`src/rtl/npc_controller_pkg.sv`:
```
// npc_controller_pkg: shared encodings and address defaults for the next-PC sequencer
package npc_controller_pkg;
  localparam logic [31:0] DEF_RESET_PC   = 32'h0000_3000;
  localparam logic [31:0] DEF_EXC_VECTOR = 32'h0000_4180;
  typedef enum logic [2:0] {
    SRC_SEQ    = 3'd0,
    SRC_BRANCH = 3'd1,
    SRC_JUMP   = 3'd2,
    SRC_JR     = 3'd3,
    SRC_VEC    = 3'd4,
    SRC_ERET   = 3'd5
  } src_e;
  typedef enum logic [1:0] {
    ST_RUN     = 2'd0,
    ST_PEND    = 2'd1,
    ST_HANDLER = 2'd2
  } state_e;
endpackage

```
`src/rtl/npc_mux.sv`:
```
// npc_mux: priority select of the next fetch address and its source code
module npc_mux
  import npc_controller_pkg::*;
(
  input  logic        vec_sel,
  input  logic        eret_sel,
  input  logic        jr_valid,
  input  logic        jump_valid,
  input  logic        branch_taken,
  input  logic [31:0] vec_pc,
  input  logic [31:0] epc,
  input  logic [31:0] jr_target,
  input  logic [31:0] jump_target,
  input  logic [31:0] branch_target,
  input  logic [31:0] cur_pc,
  output logic [31:0] next_pc,
  output src_e        src
);
  // vector > eret > jr > jump > branch > sequential
  always_comb begin
    src     = vec_sel ? SRC_VEC : eret_sel ? SRC_ERET : jr_valid ? SRC_JR :
              jump_valid ? SRC_JUMP : branch_taken ? SRC_BRANCH : SRC_SEQ;
    next_pc = vec_sel ? vec_pc : eret_sel ? epc : jr_valid ? jr_target :
              jump_valid ? jump_target : branch_taken ? branch_target : cur_pc + 32'd4;
  end
endmodule

```
`src/rtl/npc_controller.sv`:
```
// npc_controller: next-PC selection, interrupt entry FSM, EPC and fetch PC mirror
module npc_controller
  import npc_controller_pkg::*;
#(
  parameter logic [31:0] RESET_PC   = DEF_RESET_PC,
  parameter logic [31:0] EXC_VECTOR = DEF_EXC_VECTOR
) (
  input  logic        Clk,
  input  logic        Clr,
  input  logic        StallF,
  input  logic        CtrlInD,
  input  logic        BranchTaken,
  input  logic [31:0] BranchTarget,
  input  logic        JumpValid,
  input  logic [31:0] JumpTarget,
  input  logic        JrValid,
  input  logic [31:0] JrTarget,
  input  logic        EretValid,
  input  logic        IntReq,
  output logic [31:0] NextPC,
  output logic [2:0]  Source,
  output logic        IntTake,
  output logic        FlushFD,
  output logic [31:0] EpcOut,
  output logic        InHandler
);
  state_e      state, state_n;
  logic [31:0] cur_pc, epc, mux_pc;
  src_e        mux_src;
  logic        take, eret_go, blocked;
  npc_mux u_mux (
    .vec_sel      (take),
    .eret_sel     (eret_go),
    .jr_valid     (JrValid),
    .jump_valid   (JumpValid),
    .branch_taken (BranchTaken),
    .vec_pc       (EXC_VECTOR),
    .epc          (epc),
    .jr_target    (JrTarget),
    .jump_target  (JumpTarget),
    .branch_target(BranchTarget),
    .cur_pc       (cur_pc),
    .next_pc      (mux_pc),
    .src          (mux_src)
  );
  // take/eret decisions and next state; a stalled control transfer in D defers the take
  always_comb begin
    blocked = StallF & CtrlInD;
    take    = !Clr & !blocked & ((state == ST_RUN & IntReq) | state == ST_PEND);
    eret_go = !Clr & state == ST_HANDLER & EretValid & !StallF;
    state_n = state;
    if (take) state_n = ST_HANDLER;
    else if (state == ST_RUN & IntReq & blocked) state_n = ST_PEND;
    else if (eret_go) state_n = ST_RUN;
  end
  // state, fetch PC mirror and saved return address
  always_ff @(posedge Clk) begin
    if (Clr) begin
      state  <= ST_RUN;
      cur_pc <= RESET_PC;
      epc    <= '0;
    end else begin
      state <= state_n;
      if (!StallF | take) cur_pc <= mux_pc;
      if (take) epc <= CtrlInD ? cur_pc - 32'd4 : cur_pc;
    end
  end
  assign NextPC    = Clr ? RESET_PC : mux_pc;
  assign Source    = Clr ? SRC_SEQ : mux_src;
  assign IntTake   = take;
  assign FlushFD   = take | eret_go;
  assign EpcOut    = epc;
  assign InHandler = state == ST_HANDLER;
endmodule

```
`config.mk`:
```
export PLATFORM = sky130hd
export DESIGN_NAME = npc_controller
export DESIGN_NICKNAME = d
export VERILOG_FILES = /design/src/rtl/npc_controller_pkg.sv /design/src/rtl/npc_mux.sv /design/src/rtl/npc_controller.sv
export SDC_FILE = /design/constraint.sdc
export NUM_CORES = 1
export LEC_CHECK = 0
export CORE_MARGIN = 2
export CORE_UTILIZATION = 40
export CTS_CLUSTER_SIZE = 14
export DETAILED_ROUTE_END_ITERATION = 10
export GPL_ROUTABILITY_DRIVEN = 0
export PLACE_DENSITY = 0.8
export SYNTH_ARGS = -nofsm -noshare
export SYNTH_HDL_FRONTEND = slang
export SYNTH_HIERARCHICAL = 1
export SYNTH_SLANG_ARGS = --single-unit
```
`constraint.sdc`:
```
create_clock -name Clk -period 4.1 [get_ports Clk]
set_clock_uncertainty 0.2 [all_clocks]
set_input_delay 0.41 -clock Clk [delete_from_list [all_inputs] [get_ports Clk]]
set_output_delay 0.41 -clock Clk [all_outputs]
set_load 0.005 [all_outputs]
```
# --- Yosys cells after proc, flatten, opt, wreduce, memory -nomap -nowiden ---
# Cells that the tools add are included.
word_totals:
  register_bits: 66
  output_inout_bits: 70
  word_cells: 42
op_classes:
  addsub: 2
  n_eq_ne: 2
  n_mux: 16
  n_bitwise: 11
  n_reduce_logical: 7
op_table:
  columns: ["cell", "n"]
  rows:
  - ["32-bit 2-to-1 mux", 7]
  - ["32-bit by 3-bit adder with 32-bit output (second input constant)", 1]
  - ["32-bit by 3-bit subtractor with 32-bit output (second input constant)", 1]
  - ["3-bit 2-to-1 mux", 5]
  - ["1-bit bitwise AND", 8]
  - ["2-bit 2-to-1 mux", 3]
  - ["1-bit zero test", 3]
  - ["1-bit OR", 3]
  - ["3-bit nonzero test", 1]
  - ["2-bit by 1-bit == test with 1-bit output (second input constant)", 1]
  - ["2-bit == test (second input constant)", 1]
  - ["2-bit zero test", 1]
  - ["2-bit nonzero test", 1]
  - ["2-bit OR reduction", 1]
  - ["1-bit 2-to-1 mux", 1]

# --- Longest topological paths before layout ---
# Gate-level depths: netlist of run 1.
logic_depth:
  ltp_word: 7
  mapped_depth: 14
  mapped_depth_nobuf: 10

# --- Cells and area by module ---
# Netlist of run 1, hierarchy kept.
modules_own_cells:
  columns: ["module", "n_inst", "cells_each", "area_per_inst_um2"]
  rows:
  - ["npc_controller", 1, 420, 3276.9]
  - ["npc_mux", 1, 330, 2045.7]

# --- Worst setup path after synthesis of run 1 ---
# No wires, ideal clock.
synth_path:
  path_kind: "input port to output port"
  start: "in CtrlInD"
  end: "out NextPC[14]"
  t_arrival_ns: 2.694
  required_ns: 3.490
  setup_slack_ns: 0.796
  cell_stages: 11
  path_cell_list: "buf_4 > a21oi_1 > nand2_1 > inv_1 > clkbuf_1 > buf_2 > clkbuf_1 > buf_1 > a22oi_1 > o31ai_1 > nor2b_1"
synth_via:
  elab_chain_cells: 6
synth_lines:
  columns: ["element", "line_no", "text"]
  rows:
  - ["start: declaration", "npc_controller.sv:11", "input logic CtrlInD,"]
  - ["1-bit bitwise AND", "npc_controller.sv:48", "blocked = StallF & CtrlInD;"]
  - ["1-bit zero test", "npc_controller.sv:49", "take = !Clr & !blocked & ((state == ST_RUN & IntReq) | state == ST_PEND);"]
  - ["1-bit bitwise AND (2 in series)", "npc_controller.sv:49", null]
  - ["via IntTake", "npc_controller.sv:22", "output logic IntTake,"]
  - ["32-bit 2-to-1 mux", "npc_mux.sv:23", "next_pc = vec_sel ? vec_pc : eret_sel ? epc : jr_valid ? jr_target :"]
  - ["via mux_pc[14]", "npc_controller.sv:28", "logic [31:0] cur_pc, epc, mux_pc;"]
  - ["32-bit 2-to-1 mux", "npc_controller.sv:68", "assign NextPC = Clr ? RESET_PC : mux_pc;"]
  - ["end: declaration", "npc_controller.sv:20", "output logic [31:0] NextPC,"]
# The timed path passes the listed nets, and every way through them passes these cells.

# --- Final worst setup path of run 1 ---
layout_path:
  start: "in StallF"
  end: "out NextPC[30]"
layout_via:
  word_cells_on_any_way: 9
  classes_between: "3 x mux; 4 x bitwise; 2 x reduce/logical"
layout_rtl:
  columns: ["element", "line_no", "text"]
  rows:
  - ["start: declaration", "npc_controller.sv:10", "input logic StallF,"]
  - ["1-bit zero test", "npc_controller.sv:50", "eret_go = !Clr & state == ST_HANDLER & EretValid & !StallF;"]
  - ["1-bit bitwise AND", "npc_controller.sv:50", null]
  - ["via eret_go", "npc_controller.sv:30", "logic take, eret_go, blocked;"]
  - ["32-bit 2-to-1 mux (2 in series)", "npc_mux.sv:23", null]
  - ["via mux_pc[30]", "npc_controller.sv:28", null]
  - ["32-bit 2-to-1 mux", "npc_controller.sv:68", null]
# The timed path passes the listed nets, and every way through them passes these cells.

==> run_summary.xml, run 1 <==
<?xml version="1.0" encoding="UTF-8"?>
<metrics>
  <group name="floorplanning">
    <metric name="fp.dieArea" unit="sq um">14200</metric>
    <metric name="num_rows" unit="">42</metric>
    <metric name="dieHeight" unit="microns">119</metric>
    <metric name="core" unit="sq um">13100</metric>
    <metric name="initial_core_util" unit="%">40.5</metric>
    <metric name="die_width" unit="microns">119</metric>
    <metric name="io_pins" unit="">175</metric>
  </group>
  <group name="clock_tree">
    <metric name="postCtsResizedCells" unit="">0</metric>
    <metric name="cts.reportedPaths.clkPinSlew" unit="ns">0.06</metric>
    <metric name="post-cts-setup-buffers" unit="">0</metric>
    <metric name="clock_latency" unit="ns">0.34</metric>
    <metric name="tritoncts" unit="">built</metric>
    <metric name="htree_levels" unit="">3</metric>
    <metric name="ctsRootBufferMaster" unit="">sky130_fd_sc_hd__clkbuf_16</metric>
    <metric name="longest_clk_path_bufs" unit="">2</metric>
    <metric name="cts_hold_buf" unit="">0</metric>
    <metric name="cts.sink_count" unit="">66</metric>
    <metric name="cts_inserted_buffers" unit="">9</metric>
  </group>
  <group name="setup_path">
    <metric name="path_max_fanout" unit="">25</metric>
    <metric name="crit_path_start_kind" unit="">input pin</metric>
    <metric name="crit_path_end_kind" unit="">output port</metric>
    <metric name="reg2reg_setup_slack" unit="ns">1.37</metric>
    <metric name="cp_common_cell" unit="">sky130_fd_sc_hd__clkdlybuf4s50_1</metric>
    <metric name="r2r-end" unit="">EpcOut[26]</metric>
    <metric name="reg2reg_depth" unit="">5</metric>
    <metric name="worst-setup-path-type" unit="">in2out</metric>
    <metric name="arrival" unit="ns">3.26</metric>
    <metric name="crit_path_max_incr_delay" unit="ns">0.50</metric>
    <metric name="worstPathCellList" unit="">clkdlybuf4s50_1 -&gt; nor4b_2 -&gt; buf_12 -&gt; inv_1 -&gt; buf_4 -&gt; o21ai_0 -&gt; a31oi_1 -&gt; a21oi_1 -&gt; a41oi_1 -&gt; nor2b_1 -&gt; clkdlybuf4s50_1</metric>
    <metric name="critPathRequiredTime" unit="ns">3.49</metric>
    <metric name="r2r-start" unit="">cur_pc[4]</metric>
    <metric name="critPathSlowestCell" unit="">sky130_fd_sc_hd__clkdlybuf4s50_1</metric>
  </group>
  <group name="sta">
    <metric name="worst_slack" unit="ns">0.233</metric>
    <metric name="setup-tns-final" unit="ns">0</metric>
    <metric name="rsz0062_at_grt" unit="">false</metric>
    <metric name="hold_violations" unit="">0</metric>
    <metric name="timing_worst_slew_pin_value" unit="ns">0.713</metric>
    <metric name="fin_crit" unit="ns">3.87</metric>
    <metric name="report.final.slew_viol_count" unit="">0</metric>
    <metric name="layout_worst_path_cycle_share" unit="%">94.3</metric>
    <metric name="maxSlewHeadroom" unit="%">52.2</metric>
    <metric name="finalSetupViolations" unit="">0</metric>
    <metric name="fmax" unit="GHz">0.259</metric>
  </group>
  <group name="placement">
    <metric name="portBuffers" unit="">174</metric>
    <metric name="place_hpwl" unit="mm">15.4</metric>
    <metric name="dpl_worst_slack" unit="ns">0.386</metric>
    <metric name="numPlacedInstances" unit="">1111</metric>
  </group>
  <group name="worst_hold_path">
    <metric name="hold_path_class" unit="">in2reg</metric>
    <metric name="min_path_cells" unit="">2</metric>
    <metric name="hold_path_startpoint" unit="">Clr</metric>
    <metric name="whs_endpoint" unit="">state[0]</metric>
  </group>
  <group name="logic_synthesis">
    <metric name="yosys.cell_types.count" unit="">69</metric>
    <metric name="yosys_most_used_dff" unit="">sky130_fd_sc_hd__dfxtp_1</metric>
    <metric name="mean_instance_size_in_the_synthesized_netlist" unit="sq um">7.10</metric>
    <metric name="synth_seq_cells" unit="">66</metric>
    <metric name="asyncSetResetFlopFracSynth" unit="%">0</metric>
    <metric name="netlist_area_before_placement" unit="sq um">5320</metric>
    <metric name="synth_edf_count" unit="">0</metric>
    <metric name="synth_sequential_area_ratio" unit="%">24.8</metric>
    <metric name="synth_cells" unit="">750</metric>
    <metric name="synth_warnings" unit="">6</metric>
  </group>
  <group name="global_routing">
    <metric name="grt_start_max_net_pins" unit="">63</metric>
    <metric name="grt_antenna_before_repair" unit="">0</metric>
    <metric name="grt_pass1_wl" unit="mm">34.5</metric>
    <metric name="track_usage" unit="%">30.5</metric>
    <metric name="first_global_vias" unit="">6539</metric>
    <metric name="globalRoute.totalOverflow" unit="">0</metric>
  </group>
  <group name="final_layout">
    <metric name="fillerInstances" unit="">1214</metric>
    <metric name="final-instance-count-excl-fill" unit="">1127</metric>
    <metric name="nNetsFinal" unit="">1053</metric>
    <metric name="ratio_of_cells_with_drive_above_1_in_the_final_layout" unit="%">7.89</metric>
    <metric name="antenna_cells" unit="">0</metric>
    <metric name="layout_commonest_cell" unit="">sky130_fd_sc_hd__clkdlybuf4s50_1</metric>
    <metric name="area_growth_syn_to_layout" unit="%">46.6</metric>
    <metric name="mostFrequentLayoutCells" unit="">173 x sky130_fd_sc_hd__clkdlybuf4s50_1, 105 x sky130_fd_sc_hd__nand2_1, 66 x sky130_fd_sc_hd__dfxtp_1, 61 x sky130_fd_sc_hd__a21oi_1, 44 x sky130_fd_sc_hd__nand3_1</metric>
  </group>
  <group name="flow_run">
    <metric name="drv_cap" unit="">0</metric>
  </group>
  <group name="power">
    <metric name="p_int" unit="mW">1.68</metric>
    <metric name="power" unit="mW">2.49</metric>
    <metric name="switchingPower" unit="mW">0.809</metric>
    <metric name="sequentialPowerShare" unit="%">32.3</metric>
    <metric name="power.share.switching" unit="%">32.5</metric>
    <metric name="share_clk_of_total_power" unit="%">34.8</metric>
    <metric name="pleak" unit="nW">2.85</metric>
    <metric name="power_density" unit="nW/um^2">319</metric>
    <metric name="irDropWorstVdd" unit="mV">0.179</metric>
    <metric name="combinationalPowerShare" unit="%">32.9</metric>
  </group>
  <group name="drt">
    <metric name="number_of_vias_per_cell" unit="">6.21</metric>
    <metric name="drt_drc_violations_left" unit="">0</metric>
    <metric name="wl_per_cell" unit="microns">19.6</metric>
    <metric name="drt.antenna.violating_nets" unit="">0</metric>
    <metric name="num_vias" unit="">6998</metric>
    <metric name="number_of_search_and_repair_iterations_in_the_first_detailed_routing_pass" unit="">5</metric>
    <metric name="drt-initial-drc-count" unit="">776</metric>
    <metric name="routed_wl" unit="mm">22.1</metric>
  </group>
  <group name="run_status">
    <metric name="status" unit="">complete, no violations</metric>
  </group>
</metrics>
[cells by family (layout without fill, tap and decap cells)]
logic type | count (synthesis) | count (layout) | share of synthesized area, %
XOR/XNOR | 32 | 32 | 5.27
multiplexers | 7 | 7 | 1.34
AND/OR/NAND/NOR | 321 | 321 | 31.9
flip-flops | 66 | 66 | 24.8
adder cells (fa/ha/maj) | 2 | 2 | 0.470
other | 2 | 33 | 0.141
AO/OA/AOI/OAI | 246 | 246 | 30.5
buffers and inverters | 74 | 244 | 5.55
[through the flow]
stage,util (%),hold WS (ns),instance area (sq um)
floorplan,-,0.244,5440
global placement,56.9,0.257,7470
detailed placement,56.9,0.266,7470
CTS,59.4,0.185,7800
global route,59.4,0.222,7800
finish,59.4,0.199,7800
[state kept, by name, indices dropped and copies added (netlist names)]
| name | flops |
|---|---|
| cur_pc | 32 |
| EpcOut | 32 |
| state | 2 |
[worst max-delay path, delay by kind of cell]
family,cells,cell delay (ns)
AND/OR/NAND/NOR,2,0.63
buffers and inverters,5,1.51
AO/OA/AOI/OAI,4,0.69
[cells in the mapped netlist, drive strengths merged, types with 7 or more instances]
cell type	number	area, sq um
a22oi	10	75.1
nand3	44	220
nand2	105	394
xor2	18	158
a221oi	14	123
nor3	20	105
nor2b	35	219
o211ai	16	120
o22ai	24	150
or3	7	48.8
clkbuf	47	176
a221o	7	70.1
and3	8	50.1
o221ai	10	87.6
nor2	31	116
nor4	15	121
xnor2	14	123
a21oi	61	305
a31oi	13	81.3
buf	11	58.8
a211oi	8	60.1
dfxtp	66	1320
or4	19	146
inv	13	48.8
o21ai	44	220
nand4	14	103
[area by class of cell]
type | instances | area (sq um) | area share [%]
clock buffers | 12 | 256 | 3.29
clock inverters | 4 | 73.8 | 0.946
inverters | 16 | 60.1 | 0.770
multi-input cells | 641 | 3840 | 49.2
flip-flops and latches | 66 | 1320 | 16.9
well taps | 176 | 220 | 2.82
repair buffers | 212 | 2030 | 26.1
[worst max path at each step]
stage	start	endpoint	slack, ns	depth (start not counted)
finish	StallF	NextPC[30]	0.23	11
global route	StallF	NextPC[30]	0.17	11
CTS	StallF	NextPC[31]	0.34	10
detailed placement	StallF	NextPC[30]	0.39	11
global placement	StallF	NextPC[30]	0.42	11
floorplan	CtrlInD	NextPC[14]	0.80	11
[layer usage]
layer	vias up	share of wire, %	wire length [microns]	GRT usage (%)
li1	3195	-	-	-
met1	3250	40	8840	40.3
met2	469	45	10000	48.7
met3	84	11	2360	5.99
met4	0	4.0	883	12.5
met5	-	0	0	0
[power by group through the flow]
stage / clock network (mW) / logic (mW) / registers (mW)
after global placement: 0 / 0.787 / 0.813
after floorplan: 0 / 0.416 / 0.792
after global routing: 0.894 / 0.882 / 0.814
final: 0.866 / 0.818 / 0.805
after detailed placement: 0 / 0.796 / 0.814
after CTS: 0.864 / 0.802 / 0.801
No activity file was read; power rests on OpenSTA's default activity.
==> run 2: changes to the inputs <==
- SLEW_MARGIN: not set -> 20
==> results of run 2 <==
No change in the layout: final DEF, timing and power equal those of run 1.
==> run 3: changes to the inputs <==
- CTS_CLUSTER_SIZE: 14 -> 20
==> results of run 3 <==
No change in the layout: final DEF, timing and power equal those of run 1.
